**src/rtl/param_streamer_pkg.sv**
```systemverilog
// -----------------------------------------------------------------------------
// param_streamer_pkg
// Shared definitions for the parameter streamer and its address counter:
//   - state_e       : streamer FSM states (IDLE, RUN, DONE)
//   - DEF_ROWS/COLS : default matrix geometry
//   - DEF_DW        : default parameter word width
//   - ROW_AW/COL_AW : fixed widths of the store row/column address ports
// -----------------------------------------------------------------------------
package param_streamer_pkg;

    typedef enum logic [1:0] {
        IDLE = 2'd0,
        RUN  = 2'd1,
        DONE = 2'd2
    } state_e;

    localparam int DEF_ROWS = 2;
    localparam int DEF_COLS = 4;
    localparam int DEF_DW   = 16;

    localparam int ROW_AW = 2;
    localparam int COL_AW = 4;

endpackage

```
**src/rtl/param_addr_counter.sv**
```systemverilog
// -----------------------------------------------------------------------------
// param_addr_counter
// Row-major (column inner, row outer) address counter over a ROWS x COLS
// matrix. Advancing past the final element wraps both counters back to 0.
//
// Ports:
//   clk      in   clock
//   reset    in   synchronous active-high reset (counters to 0)
//   clear    in   force counters to 0
//   advance  in   step to the next element
//   row      out  current row address
//   col      out  current column address
//   last     out  counters sit on the final element (ROWS-1, COLS-1)
// -----------------------------------------------------------------------------
module param_addr_counter
    import param_streamer_pkg::*;
#(
    parameter int ROWS = DEF_ROWS,
    parameter int COLS = DEF_COLS
) (
    input  logic              clk,
    input  logic              reset,
    input  logic              clear,
    input  logic              advance,
    output logic [ROW_AW-1:0] row,
    output logic [COL_AW-1:0] col,
    output logic              last
);

    localparam logic [ROW_AW-1:0] ROW_MAX = ROW_AW'(ROWS - 1);
    localparam logic [COL_AW-1:0] COL_MAX = COL_AW'(COLS - 1);

    logic [ROW_AW-1:0] row_q, row_d;
    logic [COL_AW-1:0] col_q, col_d;

    always_comb begin
        // NOTE: defaults first so every path assigns row_d/col_d; otherwise a latch is inferred.
        row_d = row_q;
        col_d = col_q;
        if (clear) begin
            row_d = '0;
            col_d = '0;
        end else if (advance) begin
            if (col_q == COL_MAX) begin
                col_d = '0;
                row_d = (row_q == ROW_MAX) ? '0 : row_q + 1'b1;
            end else begin
                col_d = col_q + 1'b1;
            end
        end
    end

    always_ff @(posedge clk) begin
        // NOTE: clocked state uses non-blocking assignments so all registers update together.
        if (reset) begin
            row_q <= '0;
            col_q <= '0;
        end else begin
            row_q <= row_d;
            col_q <= col_d;
        end
    end

    assign row  = row_q;
    assign col  = col_q;
    assign last = (row_q == ROW_MAX) && (col_q == COL_MAX);

endmodule

```
**src/rtl/param_streamer.sv**
```systemverilog
// -----------------------------------------------------------------------------
// param_streamer
// Streams a ROWS x COLS parameter matrix, row-major, from a combinational
// parameter store onto a valid/ready output, one word per cycle when the
// consumer is always ready. A one-cycle done pulse follows the last accepted
// word.
//
// Optional feature (macro PARAM_STREAMER_CHECKSUM_EN): adds a DW-bit checksum
// output, the modulo-2^DW sum of all accepted words since the last start.
//
// Ports:
//   clk        in   clock
//   reset      in   synchronous active-high reset, priority over start
//   start      in   one-cycle request, honoured only in IDLE
//   sel_i      out  store row address (row counter)
//   sel_j      out  store column address (column counter)
//   param_in   in   store read data at (sel_i, sel_j)
//   out_data   out  streamed word
//   out_valid  out  out_data holds a word not yet accepted
//   out_ready  in   consumer accept
//   out_last   out  final word of the matrix
//   busy       out  FSM outside IDLE; store must not be written
//   done       out  one-cycle pulse after the last word is accepted
//   checksum   out  (PARAM_STREAMER_CHECKSUM_EN only) running word sum
// -----------------------------------------------------------------------------
module param_streamer
    import param_streamer_pkg::*;
#(
    parameter int ROWS = DEF_ROWS,
    parameter int COLS = DEF_COLS,
    parameter int DW   = DEF_DW
) (
    input  logic              clk,
    input  logic              reset,
    input  logic              start,
    output logic [ROW_AW-1:0] sel_i,
    output logic [COL_AW-1:0] sel_j,
    input  logic [DW-1:0]     param_in,
    output logic [DW-1:0]     out_data,
    output logic              out_valid,
    input  logic              out_ready,
    output logic              out_last,
    output logic              busy,
    output logic              done
`ifdef PARAM_STREAMER_CHECKSUM_EN
    ,
    output logic [DW-1:0]     checksum
`endif
);

    state_e          state_q;
    logic [DW-1:0]   out_data_q;
    logic            out_valid_q;
    logic            out_last_q;
    logic            done_q;
    logic            words_left_q;  // at least one matrix element not yet loaded

    logic            stage_free;
    logic            start_accept;
    logic            advance;
    logic            cnt_last;

    assign stage_free   = !out_valid_q || out_ready;
    assign start_accept = (state_q == IDLE) && start;
    assign advance      = (state_q == RUN) && stage_free && words_left_q;

    param_addr_counter #(
        .ROWS (ROWS),
        .COLS (COLS)
    ) u_addr (
        .clk     (clk),
        .reset   (reset),
        .clear   (start_accept),
        .advance (advance),
        .row     (sel_i),
        .col     (sel_j),
        .last    (cnt_last)
    );

    always_ff @(posedge clk) begin
        if (reset) begin
            state_q      <= IDLE;
            out_data_q   <= '0;
            out_valid_q  <= 1'b0;
            out_last_q   <= 1'b0;
            done_q       <= 1'b0;
            words_left_q <= 1'b0;
        end else begin
            case (state_q)
                IDLE: begin
                    if (start) begin
                        state_q      <= RUN;
                        words_left_q <= 1'b1;
                    end
                end
                RUN: begin
                    if (stage_free) begin
                        if (words_left_q) begin
                            out_data_q  <= param_in;
                            out_valid_q <= 1'b1;
                            out_last_q  <= cnt_last;
                            // The counter wraps to (0,0) on this advance, so the
                            // flag is the only record that the matrix is exhausted.
                            if (cnt_last) begin
                                words_left_q <= 1'b0;
                            end
                        end else begin
                            // Stage is free, so the last word has just been accepted.
                            out_valid_q <= 1'b0;
                            out_last_q  <= 1'b0;
                            done_q      <= 1'b1;
                            state_q     <= DONE;
                        end
                    end
                end
                DONE: begin
                    done_q  <= 1'b0;
                    state_q <= IDLE;
                end
                default: begin
                    state_q <= IDLE;
                end
            endcase
        end
    end

    assign out_data  = out_data_q;
    assign out_valid = out_valid_q;
    assign out_last  = out_last_q;
    assign done      = done_q;
    assign busy      = (state_q != IDLE);

`ifdef PARAM_STREAMER_CHECKSUM_EN
    logic [DW-1:0] checksum_q;

    // Sum wraps naturally at DW bits; it freezes once streaming ends because
    // no further handshakes occur until the next start clears it.
    always_ff @(posedge clk) begin
        if (reset) begin
            checksum_q <= '0;
        end else if (start_accept) begin
            checksum_q <= '0;
        end else if (out_valid_q && out_ready) begin
            checksum_q <= checksum_q + out_data_q;
        end
    end

    assign checksum = checksum_q;
`endif

endmodule

```
**config.mk**
```make
export PLATFORM = sky130hd
export DESIGN_NAME = param_streamer
export DESIGN_NICKNAME = d
export VERILOG_FILES = /design/src/rtl/param_streamer_pkg.sv /design/src/rtl/param_addr_counter.sv /design/src/rtl/param_streamer.sv
export SDC_FILE = /design/constraint.sdc
export NUM_CORES = 1
export LEC_CHECK = 0
export BUFFER_PORTS_ARGS = -buffer_cell sky130_fd_sc_hd__buf_4
export CAP_MARGIN = 5
export CORE_MARGIN = 3
export CORE_UTILIZATION = 40
export CTS_BUF_LIST = sky130_fd_sc_hd__clkbuf_16
export CTS_CLUSTER_SIZE = 10
export DETAILED_ROUTE_END_ITERATION = 6
export GPL_ROUTABILITY_DRIVEN = 0
export HOLD_SLACK_MARGIN = 0.08
export PLACE_DENSITY = 0.69
export SYNTH_ARGS = -nofsm -noshare
export SYNTH_HDL_FRONTEND = slang
export SYNTH_HIERARCHICAL = 1
export SYNTH_SLANG_ARGS = --single-unit
```
**constraint.sdc**
```tcl
create_clock -name clk -period 5.2 [get_ports clk]
set_input_delay 0.26 -clock clk [delete_from_list [all_inputs] [get_ports clk]]
set_output_delay 0.26 -clock clk [all_outputs]
set_load 0.05 [all_outputs]
```
==> results of run 1 <==
## layer usage
layer | vias up | global-route usage, %
met4 | 0 | 5.785
met1 | 550 | 20.07
met2 | 27 | 26.75
met5 | - | 0
li1 | 564 | -
met3 | 2 | 4.100
## final timing paths
kind                         to  slack (ps)  cells after the start
setup / recovery  u_addr/col[2]        2780                      5
hold / removal     out_data[10]         260                      3
setup reg to reg  u_addr/col[2]        2780                      5
hold reg to reg   u_addr/row[1]         460                      2
## placed cells by master (no fill, tap or decap)
cell type	netlist	final
nand2_1	2	2
nor3b_2	1	1
nor3b_1	1	1
inv_2	1	1
o31ai_1	8	8
ha_1	1	1
inv_1	1	1
or2_2	1	1
a21oi_1	19	19
and4bb_4	1	1
bufinv_16	0	1
nor2_1	10	10
a2111oi_2	1	1
nor2b_2	1	1
nand2b_1	3	3
nand4_1	18	18
buf_4	3	45
a311oi_2	1	1
and2b_1	1	1
o31ai_2	7	7
o21ai_0	2	2
nor3_2	1	1
xor2_1	2	2
nor3_1	2	2
o31ai_4	1	1
dfxtp_1	28	28
mux2i_1	1	1
xnor2_1	2	2
clkbuf_16	0	3
and4b_1	1	1
nand3_2	1	1
## power breakdown
part / internal [mW] / switching, mW
clock network: 0.153 / 0.0730
registers: 0.222 / 0.0105
logic: 0.0302 / 0.0648
total: 0.406 / 0.148
## metrics by stage
step,std cells,hold slack (ps),setup slack [ps]
3_5_place_dp,208,451.1,2807
5_1_grt,212,265.4,2607
2_1_floorplan,132,327.9,3144
4_1_cts,212,258.7,2807
6_report,212,263.4,2785
3_3_place_gp,208,443.1,2971
## final cells by class
| class | instances | area (µm²) | share of cell area (%) |
|---|---|---|---|
| multi-input combinational | 89 | 636.9 | 37.40 |
| sequential | 28 | 560.5 | 32.92 |
| timing repair buffer | 45 | 337.8 | 19.84 |
| clock buffer | 3 | 75.07 | 4.409 |
| tap | 44 | 55.05 | 3.233 |
| clock inverter | 1 | 30.03 | 1.763 |
| inverter | 2 | 7.507 | 0.4409 |
## logic make-up (layout without fill, tap and decap cells)
group	count (synthesis)	count (layout)	synth area share [%]
and+or+nand+nor	44	44	21.12
DFF	28	28	42.99
adders and majority gates	1	1	0.9595
xor gates and xnor gates	4	4	2.688
buffers and inverters	15	51	8.156
muxes	1	1	0.7678
AOI/OAI and AO/OA	39	39	23.32
## flip-flops by register name, summed over array words and instances, names as in the netlist
name,flops
out_valid,1
out_data,16
words_left_q,1
u_addr/col,4
done,1
state_q,2
u_addr/row,2
out_last,1
## worst max-delay path: cells and delay by family, from the launching register on
kind	cells	cell delay (ps)
and+or+nand+nor	4	1170
DFF	1	770
buffers and inverters	1	360
==> impl_metrics.tcl, run 1 <==
set metrics [dict create \
    status "finished, final reports clean" \
    synth_cell_types 33 \
    initial_core_util_pct 42.36 \
    r2r-start "words_left_q" \
    antenna_found_initial 0 \
    vias_per_cell 5.392 \
    clk-insertion-delay-late_ps 260 \
    cp-end-kind "flop" \
    crit_required_ps 5350 \
    ant_nets 0 \
    power_density_nw_per_um2 325.4 \
    crit_path_top_delay_cell "dfxtp_1" \
    htree_levels 1 \
    max_freq_ghz 0.4140 \
    post-cts-setup-buffer-count 0 \
    slew_violations 0 \
    cp_max_fo 20 \
    clkTransAtPathRegs_ps 70 \
    tns_ps 0 \
    critPathLaunch "words_left_q" \
    post-synth-top-area-fraction_pct 42.99 \
    final_cell_area_um2 1703 \
    cts_inserted_buffers 3 \
    port_buffers 45 \
    core_um2 3078 \
    cts_hold_buf 0 \
    hpwl_um 2170 \
    ys_seq_area_share_pct 42.99 \
    hold_class "input pin to flop" \
    grt_pass1_vias 1085 \
    fillers 291 \
    vias 1143 \
    peakVddDrop_mv 0.1638 \
    cts-resized-gates 0 \
    synth_top_cell_by_area "dfxtp_1" \
    fin_crit_sh_pct 46.45 \
    synth.most_common_cell "dfxtp_1" \
    fin_nets 190 \
    max-cap-violations 0 \
    rows 20 \
    ys_ff_latch 28 \
    rsz0062_at_grt "no" \
    drt-total-wl_um 3153 \
    power_leakage_nw 0.6448 \
    arrival_ps 2570 \
    syn_nets 153 \
    hold_viol_final 0 \
    syn_area_per_cell_um2 9.877 \
    final.setup_skew_ps 4.294 \
    area_delta_synth_final_pct 30.61 \
    wl_per_cell_um 14.87 \
    post-route-drc-count 0 \
    antenna_cells 0 \
    met2_length_um 1517 \
    cts_tree "built" \
    tightest_slew_ps 969.8 \
    highest_layer "met4" \
    synth_ff_type "dfxtp_1" \
    netlist_area_um2 1304 \
    synthTopCellsByCount "dfxtp_1, a21oi_1, nand4_1, nor2_1, o31ai_1" \
    crit_chain "inv_2 -> nor3_1 -> and4bb_4 -> nand2b_1 -> nor2_1" \
    synth_area_leaders "dfxtp_1, nand4_1, a21oi_1" \
    grt_max_degree 26 \
    die_h_um 63.09 \
    drt_iter0_markers 64 \
    grt_pass1_wl_um 5188 \
    yosysWarnings 6 \
    cts_buffer_depth 2 \
    max_stage_delay_ps 770 \
    startpoint_type "flop" \
    max_slew_margin_pct 35.05 \
    wl_met1_um 1461 \
    drive_gt1_share_pct 39.29 \
    synth_cells 132 \
    fin_total_pwr_mw 0.5541 \
    cts_root_buffer "clkbuf_16" \
    firstDrtPassIters 5 \
    grt_usage_pct 16.12 \
    routed-wl-met3_um 155 \
    dieWidth_um 63.09 \
    setup_viol 0 \
    dieArea_um2 3980 \
    clock-sinks 28 \
    synth_edf_count 0 \
    finish.utilization_pct 55.33 \
    ios 46 \
    gr-total-overflow 0 \
    crit_type "flop to flop" \
    min_from "param_in[10]" \
    ys_async_sr_fraction_pct 0 \
    period_minus_slack_ps 2415 \
    dpl_cell_area_um2 1598 \
]
(Power assumes the default switching activity.)
==> inputs of run 2 (changes only) <==
--- a/config.mk
+++ b/config.mk
@@ -5,6 +5,7 @@
 export SDC_FILE = /design/constraint.sdc
 export NUM_CORES = 1
 export LEC_CHECK = 0
+export ABC_AREA = 1
 export BUFFER_PORTS_ARGS = -buffer_cell sky130_fd_sc_hd__buf_4
 export CAP_MARGIN = 5
 export CORE_MARGIN = 3
@@ -14,7 +15,7 @@
 export DETAILED_ROUTE_END_ITERATION = 6
 export GPL_ROUTABILITY_DRIVEN = 0
 export HOLD_SLACK_MARGIN = 0.08
-export PLACE_DENSITY = 0.69
+export PLACE_DENSITY = 0.73
 export SYNTH_ARGS = -nofsm -noshare
 export SYNTH_HDL_FRONTEND = slang
 export SYNTH_HIERARCHICAL = 1
==> constraint.sdc (replaced) <==
create_clock -name clk -period 2.2 [get_ports clk]
set_input_delay 0.11 -clock clk [delete_from_list [all_inputs] [get_ports clk]]
set_output_delay 0.11 -clock clk [all_outputs]
set_load 0.05 [all_outputs]
==> impl_metrics.tcl, run 2 <==
set metrics [dict create \
    status "finished, final reports clean" \
    port_buffers 45 \
    hpwl_um 1959 \
    dieArea_um2 3821 \
    ios 46 \
    p_comb_share_pct 19.0 \
    firstDrtPassIters 4 \
    area_delta_synth_final_pct 35.44 \
    period_minus_slack_ps 1337 \
    syn_area_per_cell_um2 7.041 \
    pwr-share-clk_pct 35.0 \
    post-route-drc-count 0 \
    max-cap-violations 0 \
    synth_top_cell_by_area "dfxtp_1" \
    holdPathStages 5 \
    worst-r2r-cell-count 7 \
    final_common_cell "buf_4" \
    cts_buffer_depth 2 \
    hold_viol_final 0 \
    ys_async_sr_fraction_pct 0 \
    dpl_cell_area_um2 1599 \
    dpl.cell_count 248 \
    p_int_mw 0.8488 \
    dieWidth_um 61.82 \
    seq_power_share_pct 46.0 \
    tightest_slew_ps 471.5 \
    setup_viol 0 \
    peakVddDrop_mv 0.5331 \
    synth_ff_type "dfxtp_1" \
    ys_ff_latch 28 \
    antenna_cells 0 \
    crit_path_top_delay_cell "dfxtp_1" \
    drt-total-wl_um 2732 \
    gr-total-overflow 0 \
    worst_hold_slack_ps 164.9 \
    core_um2 2853 \
    min_from "param_in[5]" \
    power_density_nw_per_um2 695.3 \
    yosysWarnings 6 \
    arrival_ps 1540 \
    crit_required_ps 2400 \
    cts_inserted_buffers 3 \
    fillers 279 \
    cts_root_buffer "clkbuf_16" \
    hold_class "input pin to flop" \
    drt_iter0_markers 32 \
    tns_ps 0 \
    ys_seq_area_share_pct 44.98 \
    largest_reg_flops 16 \
    r2r-start "state_q[0]" \
    vias_per_cell 4.794 \
    final_cell_area_um2 1688 \
    switchingPower_mw 0.3249 \
    slew_violations 0 \
    synth_cell_types 20 \
    rrSetupSlack_ps 860 \
    vias 1213 \
    drive_gt1_share_pct 26.13 \
    antenna_found_initial 0 \
    grt_usage_pct 15.66 \
    grt_pass1_vias 1017 \
    crit_type "flop to flop" \
    startpoint_type "flop" \
    synth_edf_count 0 \
    synth_area_leaders "dfxtp_1, nor2_1, nand2_1" \
    ant_nets 0 \
    die_h_um 61.82 \
    final.setup_skew_ps 2.069 \
    max_slew_margin_pct 68.37 \
    clock-sinks 28 \
    fin_cells 253 \
    fin_crit_sh_pct 60.77 \
    hold_end "out_data[5]" \
    synthTopCellsByCount "nor2_1, nand2_1, dfxtp_1, inv_1, nand4_1" \
    cts-resized-gates 0 \
    htree_levels 1 \
    clkTransAtPathRegs_ps 60 \
    clk-insertion-delay-late_ps 260 \
    crit_chain "inv_2 -> nor2_4 -> nand2_2 -> nor2_8 -> inv_2 -> or2_1 -> a21oi_2" \
    fin_nets 244 \
    rsz0062_at_grt "no" \
    cts_tree "built" \
    r2r-end "u_addr/col[0]" \
    grt_max_degree 23 \
    switching_share_pct 27.68 \
    cp_max_fo 22 \
    syn_nets 198 \
    grt_pass1_wl_um 4436 \
    synth_cells 177 \
    post-synth-top-area-fraction_pct 44.98 \
    max_freq_ghz 0.7480 \
    fin_total_pwr_mw 1.174 \
    cp-end-kind "flop" \
    power_leakage_nw 0.8458 \
    wl_per_cell_um 10.80 \
    initial_core_util_pct 43.68 \
    synth.most_common_cell "nor2_1" \
    rows 19 \
    mostFrequentLayoutCells "buf_4, nor2_1, nand2_1, dfxtp_1, inv_1" \
    netlist_area_um2 1246 \
    path_common_cell "inv_2" \
    max_stage_delay_ps 340 \
]
[run 2: critical path, delay by kind of cell, from the launching register on]
| family | cells | cell delay, ps |
|---|---|---|
| AO/OA/AOI/OAI | 1 | 120 |
| buffers and inverters | 2 | 130 |
| flip-flops | 1 | 340 |
| AND/OR/NAND/NOR | 4 | 690 |
[run 2: metrics by stage]
step / util (%) / setup slack (ps)
after floorplan: - / 715.3
after global placement: 56.05 / 901.8
after detailed placement: 56.05 / 871.9
after CTS: 59.17 / 853.4
after global routing: 59.17 / 689.7
final: 59.17 / 863.2
[run 2: power by group through the flow]
stage / Clock [mW] / Sequential, mW / Combinational [mW]
2_1_floorplan: 0 / 0.607 / 0.0939
3_3_place_gp: 0 / 0.551 / 0.221
3_5_place_dp: 0 / 0.552 / 0.222
4_1_cts: 0.417 / 0.540 / 0.224
5_1_grt: 0.431 / 0.542 / 0.244
6_report: 0.411 / 0.540 / 0.223
[run 2: metal layers]
layer | vias up | global-route usage, % | share of wire, %
met5 | - | 0 | 0
met1 | 533 | 19.75 | 44
met4 | 0 | 5.455 | 1.5
met3 | 5 | 4.752 | 7.0
met2 | 33 | 25.41 | 48
li1 | 642 | - | -
[run 2: kinds of logic (layout without fill, tap and decap cells)]
family,count (synthesis),after routing,share of synthesized area [%]
XOR/XNOR,1,1,0.7029
buffers and inverters,35,80,11.85
AND/OR/NAND/NOR,103,103,37.35
adder cells (fa/ha/maj),1,1,1.004
AO/OA/AOI/OAI,9,9,4.117
flip-flops,28,28,44.98
[run 2: worst max path at each step]
stage	startpoint	to	slack, ps
floorplan	out_valid	u_addr/col[2]	720
global placement	state_q[0]	u_addr/col[0]	900
detailed placement	state_q[0]	u_addr/col[0]	870
CTS	state_q[0]	u_addr/col[0]	850
global route	state_q[0]	u_addr/col[2]	690
finish	state_q[0]	u_addr/col[0]	860
[run 2: layout make-up]
| class | count | area, µm² | share of cell area (%) |
|---|---|---|---|
| clock buffers | 3 | 75.07 | 4.448 |
| clock inverters | 1 | 3.754 | 0.2224 |
| inverters | 27 | 101.3 | 6.004 |
| multi-input cells | 114 | 538.0 | 31.88 |
| flip-flops and latches | 28 | 560.5 | 33.21 |
| well taps | 31 | 38.79 | 2.298 |
| repair buffers | 49 | 370.4 | 21.94 |
[run 2: what timing repair did]
item,in CTS,in global routing
endpoints found under the hold margin,5,0
hold buffers,1,0
setup buffers,0,0
